$ cat src/rtl/hdlc_deframer.sv
// HDLC deframer: delimits frames on detector flag pulses, removes zero-stuffing,
// assembles LSB-first bytes and reports frame end, abort and overflow.
module hdlc_deframer #(
  parameter int unsigned MAX_BYTES = 256
) (
  input  logic       clk,
  input  logic       reset,
  input  logic       w,
  input  logic       flag,
  output logic [7:0] data,
  output logic       data_valid,
  output logic       sof,
  output logic       eof,
  output logic       frame_err,
  output logic       busy
);

  localparam int unsigned BCW = $clog2(MAX_BYTES + 1);

  typedef enum logic {HUNT, RX} state_t;

  state_t           state_q;
  logic [7:0]       dbit_q;
  logic [7:0]       dvld_q;
  logic [2:0]       ones_q;
  logic [2:0]       bit_cnt_q;
  logic [BCW-1:0]   byte_cnt_q;
  logic [7:0]       byte_q;
  logic [7:0]       byte_d;
  logic [7:0]       data_q;
  logic             data_valid_q;
  logic             sof_q;
  logic             eof_q;
  logic             frame_err_q;
  logic             busy_q;

  // Byte under assembly with the bit leaving the delay line placed at its slot.
  always_comb begin
    byte_d            = byte_q;
    byte_d[bit_cnt_q] = dbit_q[7];
  end

  always_ff @(posedge clk) begin
    if (reset) begin
      state_q      <= HUNT;
      dbit_q       <= '0;
      dvld_q       <= '0;
      ones_q       <= '0;
      bit_cnt_q    <= '0;
      byte_cnt_q   <= '0;
      byte_q       <= '0;
      data_q       <= '0;
      data_valid_q <= 1'b0;
      sof_q        <= 1'b0;
      eof_q        <= 1'b0;
      frame_err_q  <= 1'b0;
      busy_q       <= 1'b0;
    end else begin
      data_valid_q <= 1'b0;
      sof_q        <= 1'b0;
      eof_q        <= 1'b0;
      frame_err_q  <= 1'b0;
      dbit_q       <= {dbit_q[6:0], w};
      dvld_q       <= {dvld_q[6:0], (state_q == RX) || flag};

      if (flag) begin
        // The flag bits occupy the whole delay line; drop them and open a frame.
        dvld_q     <= 8'h01;
        state_q    <= RX;
        busy_q     <= 1'b1;
        ones_q     <= '0;
        bit_cnt_q  <= '0;
        byte_cnt_q <= '0;
        if (state_q == RX) begin
          if (bit_cnt_q != 3'd0) begin
            eof_q       <= 1'b1;
            frame_err_q <= 1'b1;
          end else if (byte_cnt_q != '0) begin
            eof_q <= 1'b1;
          end
        end
      end else if (state_q == RX && dvld_q[7]) begin
        if (ones_q == 3'd5) begin
          if (dbit_q[7]) begin
            // Sixth consecutive one: abort sequence.
            if (bit_cnt_q != 3'd0 || byte_cnt_q != '0) begin
              eof_q       <= 1'b1;
              frame_err_q <= 1'b1;
            end
            state_q    <= HUNT;
            busy_q     <= 1'b0;
            dvld_q     <= '0;
            ones_q     <= '0;
            bit_cnt_q  <= '0;
            byte_cnt_q <= '0;
          end else begin
            ones_q <= '0;
          end
        end else begin
          byte_q    <= byte_d;
          ones_q    <= dbit_q[7] ? ones_q + 3'd1 : 3'd0;
          bit_cnt_q <= bit_cnt_q + 3'd1;
          if (bit_cnt_q == 3'd7) begin
            if (byte_cnt_q == BCW'(MAX_BYTES)) begin
              eof_q       <= 1'b1;
              frame_err_q <= 1'b1;
              state_q     <= HUNT;
              busy_q      <= 1'b0;
            end else begin
              data_q       <= byte_d;
              data_valid_q <= 1'b1;
              sof_q        <= (byte_cnt_q == '0);
              byte_cnt_q   <= byte_cnt_q + BCW'(1);
            end
          end
        end
      end
    end
  end

  assign data       = data_q;
  assign data_valid = data_valid_q;
  assign sof        = sof_q;
  assign eof        = eof_q;
  assign frame_err  = frame_err_q;
  assign busy       = busy_q;

endmodule

$ cat config.mk
export PLATFORM = sky130hd
export DESIGN_NAME = hdlc_deframer
export DESIGN_NICKNAME = d
export VERILOG_FILES = /design/src/rtl/hdlc_deframer.sv
export SDC_FILE = /design/constraint.sdc
export NUM_CORES = 1
export LEC_CHECK = 0
export CAP_MARGIN = 10
export CORE_MARGIN = 2
export CORE_UTILIZATION = 40
export CTS_CLUSTER_DIAMETER = 80
export DETAILED_ROUTE_END_ITERATION = 10
export HOLD_SLACK_MARGIN = 0.02
export MAX_ROUTING_LAYER = met4
export SLEW_MARGIN = 0
export SYNTH_ARGS = -nofsm -noshare
export SYNTH_HDL_FRONTEND = slang
export SYNTH_SLANG_ARGS = --single-unit
export TNS_END_PERCENT = 5
$ cat constraint.sdc
create_clock -name clk -period 2.2 [get_ports clk]
set_input_delay 0.44 -clock clk [delete_from_list [all_inputs] [get_ports clk]]
set_output_delay 0.44 -clock clk [all_outputs]
set_load 0.01 [all_outputs]
==> results.toml, run 1 <==
[sta]
tns_ps = 0
setup_violations = 0
max_slew.worst_pin.slew_ps = 539
timing.fmax_mhz = 498
min_period_over_period_pct = 91.2
worst_slew_margin_rel_pct = 63.6
unrepaired_setup_endpoints_after_global_routing = "false"
final_hold_viol_count = 0
period_needed_ps = 2010
hold_ws_ps = 432
timing_max_transition_violations_final = 0
final_clock_skew_ps = 6.04

[finish]
design.final.nets = 270
fillerInstances = 506
multi_input_comb_area_mm2 = 0.00103
seq_area_mm2 = 0.00104
inserted_diodes = 0
post_route_cells_drive_above_1_share_pct = 8.85
area_delta_synth_final_pct = 16.8

[floorplanning]
floorplan.initialDensity_pct = 42.0
floorplan.die.width_um = 77.7
core_region_area_mm2 = 0.00517
num_io_pins = 17
fp-row-count = 26
floorplan.die.height_um = 77.7
design.die.area_mm2 = 0.00603

[logic_synthesis]
yosysTopAreaCellShare_pct = 48.0
synth_nets = 251
synth_unique_cells = 41
yosysSeqAreaShare_pct = 48.0
synth.cell_area_mm2 = 0.00217
post_syn_instances = 240
synth.cells.most_frequent = "sky130_fd_sc_hd__dfxtp_1 (52), sky130_fd_sc_hd__nor2_1 (27), sky130_fd_sc_hd__a21oi_1 (15)"
synthesis.yosys.warnings = 0
postSynthRegisterBits = 52
syn-mean-instance-area_um2 = 9.05
netlist_top_cells_area = "sky130_fd_sc_hd__dfxtp_1 (48%), sky130_fd_sc_hd__nor2_1 (4.7%), sky130_fd_sc_hd__mux2i_1 (4.1%)"
yosys.area.top_type = "sky130_fd_sc_hd__dfxtp_1"
synthArstFlopShare_pct = 0
yosysMostFrequentCell = "sky130_fd_sc_hd__dfxtp_1"
number_of_flops_mapped_to_enable_cells_by_yosys = 0
yosys_most_used_dff = "sky130_fd_sc_hd__dfxtp_1"

[worst_setup_path]
critPathArrivalTime_ps = 2230
critical_path_peak_fanout = 16
cp_slowest_cell = "sky130_fd_sc_hd__or3_4"
kind_of_critical_path = "reg2reg"
cpPeakStageDelay_ps = 410
timing.critical_path.required_ps = 2420
cp_cell_sequence = "inv_1 > ha_1 > and2_1 > or3_4 > nor2_4 > nor2_1 > a311oi_1"
setup.worst_path.end_class = "flip-flop"
family_with_the_most_delay_on_the_worst_path = "simple AND/OR/NAND/NOR gates"
critical_path_buf_inv_count = 1
reg2reg_setup_slack_ps = 190
worst_setup_path_start_kind = "flip-flop"

[cts]
path_clk_slew_ps = 90
cts.hold.buffers_added = 0
tritoncts = "built"
clk_latency_ps = 310
ctsLongestPathBuffers = 2
cts_repair_resize_count = 0
cts_inserted_buffers = 5
cts_setup_buffers = 0
cts_sinks = 52
clock_tree.htree_level_count = 2
cts.root.buffer_cell = "sky130_fd_sc_hd__clkbuf_8"

[global_route]
grt_first_pass_wirelength_mm = 6.94
overflow = 0
vias_in_the_first_global_route = 1554
grt.total_usage_pct = 14.8
pin_count_of_the_biggest_net_entering_global_routing = 31
grt_antenna_before_repair = 0

[placed_design]
hpwl_mm = 2.77
routabilityCongestion = 0.778
port_buffers = 16

[routing]
drt_iter0_markers = 62
wl_met1_mm = 2.02
topRoutingLayerUsed = "met4"
post_detailed_route_via_to_cell_ratio = 5.08
route.met2.wl_mm = 1.78
dr.pass1.iters = 4
dr_total_vias = 1675
detailroute.wirelength.met3_um = 151
ant_nets = 0
route.final.wire_length_mm = 4.04
residual_drc = 0
routed_wire_length_per_instance_um = 12.2

[power_and_ir_drop]
static_power_due_to_leakage_nw = 0.879
p_per_area_mw_per_mm2 = 645
ir_drop_mv = 0.364

[worst_hold_path]
path_type_of_the_worst_min_delay_path = "reg2reg"

[outcome]
status = "finished clean"

[flow_run]
cap_viol_max_count = 0
placed cells by master, fill, tap and decap left out, types with 2 or more instances in the layout:
| cell type | netlist | final |
|---|---|---|
| sky130_fd_sc_hd__ha_1 | 7 | 7 |
| sky130_fd_sc_hd__a21oi_1 | 15 | 15 |
| sky130_fd_sc_hd__o21ai_0 | 9 | 9 |
| sky130_fd_sc_hd__and2_1 | 9 | 9 |
| sky130_fd_sc_hd__nand3_1 | 11 | 11 |
| sky130_fd_sc_hd__a211oi_1 | 12 | 12 |
| sky130_fd_sc_hd__inv_1 | 7 | 7 |
| sky130_fd_sc_hd__nor2_1 | 27 | 27 |
| sky130_fd_sc_hd__nor2b_1 | 8 | 8 |
| sky130_fd_sc_hd__or3_1 | 4 | 4 |
| sky130_fd_sc_hd__dfxtp_1 | 52 | 52 |
| sky130_fd_sc_hd__nand4_1 | 2 | 2 |
| sky130_fd_sc_hd__o21a_1 | 2 | 2 |
| sky130_fd_sc_hd__nand2_1 | 11 | 11 |
| sky130_fd_sc_hd__buf_4 | 1 | 11 |
| sky130_fd_sc_hd__nand3b_1 | 3 | 3 |
| sky130_fd_sc_hd__nand2b_1 | 4 | 4 |
| sky130_fd_sc_hd__nor3_1 | 8 | 8 |
| sky130_fd_sc_hd__clkbuf_8 | 0 | 5 |
| sky130_fd_sc_hd__nand4b_1 | 2 | 2 |
| sky130_fd_sc_hd__clkdlybuf4s50_1 | 0 | 16 |
| sky130_fd_sc_hd__and3_1 | 4 | 4 |
| sky130_fd_sc_hd__mux2i_1 | 9 | 9 |
| sky130_fd_sc_hd__a22oi_1 | 2 | 2 |
| sky130_fd_sc_hd__or2_2 | 2 | 2 |
| sky130_fd_sc_hd__xnor2_1 | 2 | 2 |
worst register-to-register path: cells and delay by family (launching register included):
| kind | cells | cell delay [ps] |
|---|---|---|
| AND/OR/NAND/NOR | 4 | 1080 |
| flip-flops | 1 | 360 |
| AO/OA/AOI/OAI | 1 | 240 |
| adder cells (fa/ha/maj) | 1 | 190 |
| buffers and inverters | 1 | 50 |
state kept, by name, summed over array words and instances, names as in the netlist:
register / count
dvld_q: 8
dbit_q: 8
data: 8
data_valid: 1
sof: 1
byte_cnt_q: 9
bit_cnt_q: 3
busy: 1
frame_err: 1
ones_q: 3
byte_q: 8
eof: 1
area by class of cell:
type	count	area share, %
Sequential cell	52	41.0
Multi-Input combinational cell	166	40.5
Timing Repair Buffer	27	9.57
Tap cell	70	3.45
Clock buffer	5	2.71
Clock inverter	3	1.68
Inverter	7	1.04
where the power goes:
group	internal, W	total, W	switching (W)
clock	0.000337	0.000651	0.000315
combinational	0.0000147	0.0000355	0.0000208
sequential	0.000947	0.000950	0.00000306
total	0.00130	0.00164	0.000339
final timing paths:
path / from / to / cells after the start
min: dvld_q[4] / dvld_q[5] / 1
max reg2reg: ones_q[1] / data[2] / 7
min reg2reg: dvld_q[4] / dvld_q[5] / 1
max: ones_q[1] / data[2] / 7
metal layers:
metal / vias to the layer above / track usage, %
li1: 873 / -
met1: 772 / 18.6
met2: 21 / 22.1
met3: 9 / 5.00
met4: 0 / 5.54
met5: - / -
through the flow:
stage	total power, W	worst slack (ps)	util, %	area [µm²]	instances
after global routing	0.00170	41.8	49.0	2540	330
after global placement	0.00101	175	46.9	2420	322
after detailed placement	0.00101	137	46.9	2420	322
final	0.00164	193	49.0	2540	330
after CTS	0.00166	183	49.0	2540	330
after floorplan	0.000990	304	-	2170	240
logic make-up (layout without fill, tap and decap cells):
group / count (synthesis) / after routing / synth area share (%)
flip-flops: 52 / 52 / 48.0
adder cells (fa/ha/maj): 7 / 7 / 4.03
AO/OA/AOI/OAI: 47 / 47 / 13.6
multiplexers: 9 / 9 / 4.15
buffers and inverters: 22 / 42 / 4.73
XOR/XNOR: 2 / 2 / 0.807
AND/OR/NAND/NOR: 101 / 101 / 24.7
No activity file was read; power rests on OpenSTA's default activity.
==> inputs of run 2 (changes only) <==
Settings changed: CTS_CLUSTER_SIZE from default to 28.
==> results of run 2 <==
The final DEF is identical to that of run 1; final timing and power are the same.
